## src/rtl/dcache_direct_mapped.sv

```systemverilog
// Direct-mapped, write-through, no-write-allocate data cache in front of one BRAM port.
// Refills whole lines on load misses; every store is forwarded to memory.
`ifndef DATAMEM_BITS
`define DATAMEM_BITS 11
`endif

module dcache_direct_mapped #(
    parameter int ADDR_WIDTH  = `DATAMEM_BITS - 1,
    parameter int INDEX_BITS  = 4,
    parameter int OFFSET_BITS = 2
) (
    input  logic                  i_clk,
    input  logic                  i_rst,
    input  logic                  i_cpu_req,
    input  logic [3:0]            i_cpu_we,
    input  logic [ADDR_WIDTH-1:0] i_cpu_addr,
    input  logic [31:0]           i_cpu_wdata,
    output logic [31:0]           o_cpu_rdata,
    output logic                  o_cpu_ready,
    output logic                  o_mem_en,
    output logic [3:0]            o_mem_we,
    output logic [ADDR_WIDTH-1:0] o_mem_addr,
    output logic [31:0]           o_mem_din,
    input  logic [31:0]           i_mem_dout
);

    localparam int TAG_W      = ADDR_WIDTH - INDEX_BITS - OFFSET_BITS;
    localparam int LINES      = 2 ** INDEX_BITS;
    localparam int WORDS      = 2 ** (INDEX_BITS + OFFSET_BITS);
    localparam int LINE_WORDS = 2 ** OFFSET_BITS;
    localparam int CNT_W      = OFFSET_BITS + 1;
    localparam int WORD_BITS  = INDEX_BITS + OFFSET_BITS;

    localparam logic [1:0] S_IDLE    = 2'd0;
    localparam logic [1:0] S_COMPARE = 2'd1;
    localparam logic [1:0] S_REFILL  = 2'd2;
    localparam logic [1:0] S_RESPOND = 2'd3;

    logic [1:0]             r_state;
    logic [LINES-1:0]       r_valid;
    logic [TAG_W-1:0]       r_tag [LINES];
    logic [ADDR_WIDTH-1:0]  r_req_addr;
    logic [3:0]             r_req_we;
    logic [31:0]            r_req_wdata;
    logic                   r_hit;
    logic [CNT_W-1:0]       r_issue_cnt;
    logic [OFFSET_BITS-1:0] r_capture_cnt;
    logic [31:0]            r_fill_word;
    logic [31:0]            r_cpu_rdata;
    logic                   r_cpu_ready;
    logic                   r_mem_en;
    logic [3:0]             r_mem_we;
    logic [ADDR_WIDTH-1:0]  r_mem_addr;
    logic [31:0]            r_mem_din;

    logic [INDEX_BITS-1:0]  w_in_idx;
    logic [TAG_W-1:0]       w_in_tag;
    logic [WORD_BITS-1:0]   w_in_word;
    logic                   w_in_hit;
    logic [31:0]            w_hit_word;
    logic [INDEX_BITS-1:0]  w_req_idx;
    logic [TAG_W-1:0]       w_req_tag;
    logic [OFFSET_BITS-1:0] w_req_off;
    logic [WORD_BITS-1:0]   w_req_word;
    logic [WORD_BITS-1:0]   w_cap_word;
    logic [OFFSET_BITS-1:0] w_next_off;
    logic                   w_capture;
    logic                   w_refill_last;
    logic                   w_store_hit;

    assign w_in_idx   = i_cpu_addr[OFFSET_BITS +: INDEX_BITS];
    assign w_in_tag   = i_cpu_addr[ADDR_WIDTH-1 -: TAG_W];
    assign w_in_word  = i_cpu_addr[WORD_BITS-1:0];
    assign w_in_hit   = r_valid[w_in_idx] && (r_tag[w_in_idx] == w_in_tag);

    assign w_req_idx  = r_req_addr[OFFSET_BITS +: INDEX_BITS];
    assign w_req_tag  = r_req_addr[ADDR_WIDTH-1 -: TAG_W];
    assign w_req_off  = r_req_addr[OFFSET_BITS-1:0];
    assign w_req_word = r_req_addr[WORD_BITS-1:0];
    assign w_cap_word = {w_req_idx, r_capture_cnt};
    assign w_next_off = r_issue_cnt[OFFSET_BITS-1:0] + OFFSET_BITS'(1);

    // REFILL cycle 0 only issues; cycles 1..LINE_WORDS each capture the previous read.
    assign w_capture     = (r_state == S_REFILL) && (r_issue_cnt != '0);
    assign w_refill_last = (r_state == S_REFILL) && (r_issue_cnt == CNT_W'(LINE_WORDS));
    assign w_store_hit   = (r_state == S_COMPARE) && r_hit && (r_req_we != 4'b0000);

    genvar gi;
    generate
        for (gi = 0; gi < 4; gi++) begin : g_lane
            logic [7:0] r_lane [WORDS];

            always_ff @(posedge i_clk) begin
                if (w_capture) begin
                    r_lane[w_cap_word] <= i_mem_dout[8*gi +: 8];
                end else if (w_store_hit && r_req_we[gi]) begin
                    r_lane[w_req_word] <= r_req_wdata[8*gi +: 8];
                end
            end

            assign w_hit_word[8*gi +: 8] = r_lane[w_in_word];
        end
    endgenerate

    always_ff @(posedge i_clk) begin
        if (w_refill_last) begin
            r_tag[w_req_idx] <= w_req_tag;
        end
    end

    // Outputs are registered one edge ahead, so they are visible during the state they belong to.
    always_ff @(posedge i_clk or posedge i_rst) begin
        if (i_rst) begin
            r_state       <= S_IDLE;
            r_valid       <= '0;
            r_req_addr    <= '0;
            r_req_we      <= 4'b0000;
            r_req_wdata   <= '0;
            r_hit         <= 1'b0;
            r_issue_cnt   <= '0;
            r_capture_cnt <= '0;
            r_fill_word   <= '0;
            r_cpu_rdata   <= '0;
            r_cpu_ready   <= 1'b0;
            r_mem_en      <= 1'b0;
            r_mem_we      <= 4'b0000;
            r_mem_addr    <= '0;
            r_mem_din     <= '0;
        end else begin
            r_cpu_ready <= 1'b0;
            r_mem_en    <= 1'b0;
            r_mem_we    <= 4'b0000;
            case (r_state)
                S_IDLE: begin
                    if (i_cpu_req) begin
                        r_req_addr  <= i_cpu_addr;
                        r_req_we    <= i_cpu_we;
                        r_req_wdata <= i_cpu_wdata;
                        r_hit       <= w_in_hit;
                        r_state     <= S_COMPARE;
                        if (i_cpu_we != 4'b0000) begin
                            r_cpu_ready <= 1'b1;
                            r_mem_en    <= 1'b1;
                            r_mem_we    <= i_cpu_we;
                            r_mem_addr  <= i_cpu_addr;
                            r_mem_din   <= i_cpu_wdata;
                        end else if (w_in_hit) begin
                            r_cpu_ready <= 1'b1;
                            r_cpu_rdata <= w_hit_word;
                        end
                    end
                end
                S_COMPARE: begin
                    if ((r_req_we == 4'b0000) && !r_hit) begin
                        // Invalidate first so a partially refilled line can never hit.
                        r_valid[w_req_idx] <= 1'b0;
                        r_issue_cnt        <= '0;
                        r_capture_cnt      <= '0;
                        r_mem_en           <= 1'b1;
                        r_mem_addr         <= {w_req_tag, w_req_idx, {OFFSET_BITS{1'b0}}};
                        r_state            <= S_REFILL;
                    end else begin
                        r_state <= S_IDLE;
                    end
                end
                S_REFILL: begin
                    r_issue_cnt <= r_issue_cnt + CNT_W'(1);
                    if (r_issue_cnt < CNT_W'(LINE_WORDS - 1)) begin
                        r_mem_en   <= 1'b1;
                        r_mem_addr <= {w_req_tag, w_req_idx, w_next_off};
                    end
                    if (w_capture) begin
                        r_capture_cnt <= r_capture_cnt + OFFSET_BITS'(1);
                        if (r_capture_cnt == w_req_off) begin
                            r_fill_word <= i_mem_dout;
                        end
                    end
                    if (w_refill_last) begin
                        r_valid[w_req_idx] <= 1'b1;
                        r_cpu_ready        <= 1'b1;
                        r_cpu_rdata        <= (r_capture_cnt == w_req_off) ? i_mem_dout : r_fill_word;
                        r_state            <= S_RESPOND;
                    end
                end
                S_RESPOND: begin
                    r_state <= S_IDLE;
                end
                default: begin
                    r_state <= S_IDLE;
                end
            endcase
        end
    end

    assign o_cpu_rdata = r_cpu_rdata;
    assign o_cpu_ready = r_cpu_ready;
    assign o_mem_en    = r_mem_en;
    assign o_mem_we    = r_mem_we;
    assign o_mem_addr  = r_mem_addr;
    assign o_mem_din   = r_mem_din;

endmodule

```

## config.mk

```make
export PLATFORM = sky130hd
export DESIGN_NAME = dcache_direct_mapped
export DESIGN_NICKNAME = d
export VERILOG_FILES = /design/src/rtl/dcache_direct_mapped.sv
export SDC_FILE = /design/constraint.sdc
export NUM_CORES = 2
export LEC_CHECK = 0
export CORE_MARGIN = 2
export CORE_UTILIZATION = 49
export DETAILED_ROUTE_END_ITERATION = 16
export PLACE_DENSITY = 0.68
export REMOVE_ABC_BUFFERS = 1
export SETUP_SLACK_MARGIN = 0.05
export SYNTH_ARGS = -nofsm -noshare
export SYNTH_HDL_FRONTEND = slang
export SYNTH_SLANG_ARGS = --single-unit
```

## constraint.sdc

```tcl
create_clock -name i_clk -period 5.65 [get_ports i_clk]
set_clock_uncertainty 0.15 [all_clocks]
set_input_delay 0.565 -clock i_clk [delete_from_list [all_inputs] [get_ports i_clk]]
set_output_delay 0.565 -clock i_clk [all_outputs]
set_load 0.01 [all_outputs]
```

# --- Word-level counts from Yosys, hierarchy flattened ---
# Memory sizes are Yosys's and may differ from the RTL's.
# Index checks and enable logic that the tools add are counted.
totals:
  memories: 5
  out_inout_bits: 80
  ramBits: 2112
  in_bits: 81
  elab_cells: 144
  ff_bits: 182
classes:
  bitwise_logic: 3
  n_lt_le_gt_ge: 4
  mux: 67
  reduce_logical: 33
  addsub: 3
  n_eq_ne: 14
mem_list:
  columns: ["memory", "words", "width", "rd", "rd_ports_with_merged_regs", "write_ports", "line", "text"]
  rows:
  - ["g_lane[0].r_lane", 64, 8, 1, 0, 1, "91", "logic [7:0] r_lane [WORDS];"]
  - ["g_lane[1].r_lane", 64, 8, 1, 0, 1, "91", null]
  - ["g_lane[2].r_lane", 64, 8, 1, 0, 1, "91", null]
  - ["g_lane[3].r_lane", 64, 8, 1, 0, 1, "91", null]
  - ["r_tag", 16, 4, 1, 0, 1, "41", "logic [TAG_W-1:0] r_tag [LINES];"]
op_table:
  columns: ["op", "n"]
  rows:
  - ["32-bit two-way mux", 5]
  - ["32-bit case mux with 2 select lines", 1]
  - ["10-bit two-way mux", 4]
  - ["16-bit two-way mux", 2]
  - ["8-bit two-way mux", 4]
  - ["16-bit case mux with 2 select lines", 1]
  - ["8-bit OR reduction", 4]
  - ["10-bit case mux with 3 select lines", 1]
  - ["1-bit two-way mux", 29]
  - ["6-bit two-way mux", 4]
  - ["16-bit AND", 1]
  - ["16-bit inverter", 1]
  - ["16-bit OR", 1]
  - ["4-bit two-way mux", 3]
  - ["2-bit inequality test, second input constant", 6]
  - ["1-bit logical AND", 11]
  - ["4-bit by 5-bit less-than comparator with 1-bit output, second input constant", 2]
  - ["2-bit two-way mux", 5]
  - ["5-bit AND reduction", 2]
  - ["3-bit AND reduction", 3]
  - ["2-bit case mux with 4 select lines", 1]
  - ["2-bit AND reduction", 4]
  - ["4-bit nonzero test", 2]
  - ["3-bit case mux with 2 select lines", 1]
  - ["21 further kinds", 26]

# --- Longest topological paths before layout ---
logic_depth:
  ltp_word: 9
  ltp_mapped: 12
  depth_no_buf: 9

# --- Worst setup path after synthesis ---
# Ideal clock, no wire load.
synth_path:
  kind: "input -> register"
  startpoint: "input i_cpu_addr[0]"
  endpoint: "register r_cpu_rdata[23] (netlist: o_cpu_rdata[23])"
  required_time_ns: 5.375
  path_stages: 7
  t_arrival_ns: 2.896
  path_buffers: 2
  slack_ns: 2.479
  setup_time_ns: 0.125
  cell_sequence: "buf_2 > buf_1 > mux4_2 > mux4_2 > a211oi_1 > a22oi_1 > mux2_4"
synth_between:
  elab_chain_cells: 5
synth_rtl:
  columns: ["element", "line", "text"]
  rows:
  - ["start: declaration", "16", "input logic [ADDR_WIDTH-1:0] i_cpu_addr,"]
  - ["memory read 64 x 8 bit", null, null]
  - ["32-bit two-way mux", "147", "end else if (w_in_hit) begin"]
  - ["32-bit two-way mux", "141", "if (i_cpu_we != 4'b0000) begin"]
  - ["32-bit two-way mux", "135", "if (i_cpu_req) begin"]
  - ["32-bit case mux with 2 select lines", "133", "case (r_state)"]
  - ["end signal: assignment", "149", "r_cpu_rdata <= w_hit_word;"]
  - ["end signal: assignment", "181", "r_cpu_rdata <= (r_capture_cnt == w_req_off) ? i_mem_dout : r_fill_word;"]
  - ["end: declaration", "49", "logic [31:0] r_cpu_rdata;"]
# Every way passes these cells. The select of a mux whose other input is x is not followed.
# A chain may end at the register's enable or synchronous reset.

# --- Final worst setup path ---
layout_path:
  startpoint: "register r_issue_cnt[0]"
  endpoint: "memory g_lane[3].r_lane[59][7], enable pin"
layout_between:
  elab_chain_cells: 6
  elab_cells_between_ends: 9
  classes_between: "mux (6); reduce/logical (3)"
layout_rtl:
  columns: ["element", "line", "text"]
  rows:
  - ["start: declaration", "46", "logic [CNT_W-1:0] r_issue_cnt;"]
  - ["start signal: assignment", "167", "r_issue_cnt <= r_issue_cnt + CNT_W'(1);"]
  - ["3-bit nonzero test (*)", "84", "assign w_capture = (r_state == S_REFILL) && (r_issue_cnt != '0);"]
  - ["1-bit logical AND (*)", "84", null]
  - ["1-bit two-way mux", "94", "if (w_capture) begin"]
  - ["1-bit two-way mux (not written as such)", "97", "r_lane[w_req_word] <= r_req_wdata[8*gi +: 8];"]
  - ["8-bit OR reduction (no line)", null, null]
  - ["6-bit two-way mux (no line) / 1-bit two-way mux (equally long branches)", null, null]
  - ["end: declaration", "91", null]
# Mark *: on every way between the ends. The rest lies on a longest branch, timed or not.

==> summary.txt <==
========================================================================================================
Clock insertion delay at the later pin of the skew report .................................      0.86 ns
Synth top area share ......................................................................       0.7027
Count of flip-flops with a built-in enable after synthesis ................................         2112
Horiz. Die Dim ............................................................................     433.2 um
Total vias in the final route .............................................................        43570
Placed wire-length estimate after detailed placement ......................................    139200 um
Least-Margin Pin Slew .....................................................................     1.251 ns
Required time of the critical path ........................................................      5.97 ns
Total die area ............................................................................ 0.1876 sq mm
PostCTS Resize Cnt ........................................................................            0
Max-cap violation count ...................................................................            0
Post-CTS clock slew at the launch and capture registers of the worst setup and hold paths .      0.06 ns
Path type of the worst min-delay path .....................................................    in -> reg
DRC marker count from the first detailed-route iteration ..................................         5355
Distinct cell type count of the synthesized netlist .......................................           57
Global-route wire length before repair ....................................................    314400 um
Most common cell on crit path ............................................................. sky130_fd_sc_hd__nand2b_1
Reg-to-reg critical path startpoint ....................................................... r_issue_cnt[0]
Yosys top cell by area .................................................................... sky130_fd_sc_hd__edfxtp_1
Critical path, cell by cell ............................................................... inv_1, ha_1, nand2b_1, a21oi_1, nand2_1, o21ai_0, nand2b_1, nor2_1
Worst min-delay path endpoint ............................................................. r_req_addr[4]
Vias in the first global route ............................................................        43990
Relative max-transition margin ............................................................       0.1623
Total CTS buffers .........................................................................          212
Final std cell area, no fill .............................................................. 0.1020 sq mm
Leading cell types in the layout, fill and taps excluded .................................. sky130_fd_sc_hd__edfxtp_1 (2112), sky130_fd_sc_hd__mux4_2 (593), sky130_fd_sc_hd__nor2_1 (286), sky130_fd_sc_hd__clkbuf_16 (216), sky130_fd_sc_hd__mux2i_1 (187)
Final ANT Viol Nets .......................................................................            0
Synthesized area .......................................................................... 0.09025 sq mm
Post-detailed-route wirelength per cell ...................................................     30.59 um
Antenna violations before repair ..........................................................            4
Final critical path time including I/O delays and setup ...................................     4.436 ns
Proportion of register bits with asynchronous set or reset after synthesis ................      0.07934
Count of state elements after synthesis ...................................................         2294
Overflow left after global routing ........................................................            0
Filler Cells Inserted .....................................................................        13570
Number of warning messages in the yosys log ...............................................            0
Worst Hold Depth ..........................................................................            2
Delay-heaviest family, CP ................................................................. simple AND/OR/NAND/NOR gates
Largest voltage drop on the vdd net .......................................................    0.2857 mV
H-tree lvl count ..........................................................................            4
Total core area ........................................................................... 0.1831 sq mm
Number of top-level pins ..................................................................          161
Critical path capture point type ..........................................................    flip-flop
Critical Path Start Type ..................................................................    flip-flop
Post-route clock period utilization .......................................................       0.7852
Final setup violation count ...............................................................            0
Buf/Inv on CP .............................................................................            1
R2R depth .................................................................................            8
Die boundary height .......................................................................     433.2 um
Final hold slack ..........................................................................    0.2134 ns
Buffer depth of the longest clock path ....................................................            3
Post-route non-filler standard cell count .................................................         7145
Standard-cell rows ........................................................................          157
Outcome ...................................................................................    completed
Max incr delay on CP ......................................................................      0.88 ns
Launch instance of the worst min-delay path ............................................... i_cpu_addr[4]
Fraction of layout instances using a drive strength above 1 ...............................       0.2621
Via density per instance ..................................................................        6.097
Clock root cell ........................................................................... sky130_fd_sc_hd__clkbuf_16
GRT Util Overall ..........................................................................       0.2345
Crit path kind ............................................................................   reg -> reg
Setup slack of the critical path after layout .............................................     1.214 ns
Static leakage ............................................................................     32.61 nW
Leading cell types by total area after synthesis .......................................... sky130_fd_sc_hd__edfxtp_1 (70%), sky130_fd_sc_hd__mux4_2 (15%), sky130_fd_sc_hd__dfrtp_1 (5.0%)
TritonCTS clock tree ......................................................................         done
Largest driver fanout on the critical path ................................................           16
Area after detailed placement ............................................................. 0.09492 sq mm
Max frequency .............................................................................    225.4 MHz
Reg-to-reg critical path endpoint ......................................................... g_lane[3].r_lane[59][7]
Number of hold violations in the final report .............................................            0
Synthesis-to-finish area growth ...........................................................       12.99%
Final Routed Wirelength ...................................................................    218500 um
Crit path arrival time ....................................................................      4.75 ns
Leading cell type in the layout, fill and taps excluded ................................... sky130_fd_sc_hd__edfxtp_1
End-of-flow core utilization ..............................................................       0.5570
Number of slew-limit violations in the final report .......................................            0
Power per standard cell area .............................................................. 380.6 mW/mm^2
Unrepaired setup endpoints after global routing ...........................................           no
Crit path max-delay cell type ............................................................. sky130_fd_sc_hd__nor2_1
Number of instances in the placed design ..................................................         6743
Sequential-to-total area share from yosys stat ............................................       0.7532
First-pass iteration count of the detailed router .........................................            6
Largest net degree at the start of global routing .........................................          132
Number of instances in the synthesized netlist ............................................         4241
Effective utilization at floorplan ........................................................       0.4930
I/O Buffers ...............................................................................          160
Top FF cell, synth ........................................................................ sky130_fd_sc_hd__edfxtp_1
Worst setup slack for register-to-register paths ..........................................      1.21 ns
Depth of the critical timing path with buffers and inverters included .....................            8
Total DRC errors in the routed layout .....................................................            0
Dpl ws ....................................................................................     1.306 ns
Final nets ................................................................................         4581
Number of clock sinks seen by CTS .........................................................         2294
Mean area per synthesized cell ............................................................  21.28 sq um
Final weighted congestion in routability-driven placement .................................       0.8599
========================================================================================================
## routing by layer
metal / track usage / share of wire / vias up / routed length [um]
met5: 0 / 0 / - / 0
met4: 0.1017 / 0.045 / 0 / 9767
met3: 0.04047 / 0.076 / 358 / 16590
met2: 0.3777 / 0.49 / 1909 / 108000
met1: 0.3179 / 0.39 / 23240 / 84210
li1: - / - / 18060 / -
## synthesized netlist by cell type (2+ instances only)
master                      count
sky130_fd_sc_hd__a22o_1         4
sky130_fd_sc_hd__mux2_4        30
sky130_fd_sc_hd__and3_1         5
sky130_fd_sc_hd__a2111oi_0      3
sky130_fd_sc_hd__or2_2          9
sky130_fd_sc_hd__a211o_1        2
sky130_fd_sc_hd__a21oi_1       34
sky130_fd_sc_hd__a21o_1         4
sky130_fd_sc_hd__mux2_2       146
sky130_fd_sc_hd__ha_1           6
sky130_fd_sc_hd__buf_4         10
sky130_fd_sc_hd__o32ai_1        3
sky130_fd_sc_hd__nor3_1        17
sky130_fd_sc_hd__a211oi_1       8
sky130_fd_sc_hd__and3b_1        2
sky130_fd_sc_hd__clkbuf_1     115
sky130_fd_sc_hd__nand3b_1       2
sky130_fd_sc_hd__a221oi_1      23
sky130_fd_sc_hd__nand2b_1      25
sky130_fd_sc_hd__o21ai_0       66
sky130_fd_sc_hd__nand3_1       15
sky130_fd_sc_hd__inv_1          7
sky130_fd_sc_hd__o22ai_1       22
sky130_fd_sc_hd__mux2i_1      187
sky130_fd_sc_hd__dfrtp_1      182
sky130_fd_sc_hd__mux4_1         3
sky130_fd_sc_hd__mux4_2       593
sky130_fd_sc_hd__and2_1         4
sky130_fd_sc_hd__nand4_1        4
sky130_fd_sc_hd__nand2_1      100
sky130_fd_sc_hd__or3_1          4
sky130_fd_sc_hd__a22oi_1       39
sky130_fd_sc_hd__a32oi_1        4
sky130_fd_sc_hd__buf_12         3
sky130_fd_sc_hd__xor2_1         3
sky130_fd_sc_hd__buf_1         30
sky130_fd_sc_hd__or4_1          2
sky130_fd_sc_hd__nor3b_1        3
sky130_fd_sc_hd__o21ai_1        2
sky130_fd_sc_hd__nor2_1       291
sky130_fd_sc_hd__buf_2         77
sky130_fd_sc_hd__edfxtp_1    2112
sky130_fd_sc_hd__nor2b_1       26
## layout make-up
type                       count  area, sq um  area share
inverter                       7        33.78   0.0003313
multi-input combinational   1704        21240      0.2082
clock buffer                 269         5688     0.05578
timing repair buffer         275         2601     0.02551
clock inverter               128         1351     0.01325
tap                         2464         3083     0.03023
antenna                        4        10.01  0.00009815
sequential                  2294        67980      0.6666
## worst max-delay path by stage
stage                         from                 endpoint  slack, ns
CTS                 r_issue_cnt[0]  g_lane[3].r_lane[59][1]       1.33
floorplan                    i_rst                async pin     -0.009
global placement     i_cpu_addr[0]           o_cpu_rdata[9]       1.29
global route        r_issue_cnt[0]  g_lane[0].r_lane[43][4]       1.06
finish              r_issue_cnt[0]  g_lane[3].r_lane[59][7]       1.21
detailed placement   i_cpu_addr[0]           o_cpu_rdata[9]       1.31
## power breakdown
| group | internal [mW] | switching, mW | total (mW) | leakage (nW) |
|---|---|---|---|---|
| sequential | 19.2 | 0.493 | 19.7 | 21.2 |
| combinational | 1.88 | 2.75 | 4.63 | 7.96 |
| clock | 8.31 | 6.19 | 14.5 | 3.43 |
## logic make-up (layout without fill, tap and decap cells)
group                      count (synthesis)  after routing  synth area share
xor gates and xnor gates                   4              4         0.0003882
muxes                                    959            959            0.1928
other                                      0              4                 0
buffers and inverters                    243            679           0.01221
DFF                                     2294           2294            0.7532
and+or+nand+nor                          514            514           0.02466
adders and majority gates                  6              6         0.0008318
AOI/OAI and AO/OA                        221            221           0.01594
## per-stage QoR
step                      setup TNS, ns  power [mW]
after detailed placement              0       24.66
after global placement                0       24.58
after global routing                  0       39.85
after CTS                             0       38.98
final                                 0       38.81
after floorplan                  -1.578       22.11
## flip-flops by register name, indices dropped and copies added, names as in the netlist, named ones only
name	count
g_lane.r_lane	2048
o_cpu_rdata	32
o_cpu_ready	1
o_mem_addr	10
o_mem_din	32
o_mem_en	1
o_mem_we	4
r_capture_cnt	2
r_fill_word	32
r_hit	1
r_issue_cnt	3
r_req_addr	10
r_req_wdata	32
r_req_we	4
r_state	1
r_tag	64
## repair_timing
action / CTS / global route
setup buffers: 0 / 0
endpoints found under the hold margin: 51 / 0
hold buffers: 1 / 0
Power figures use the tool's default switching activity.
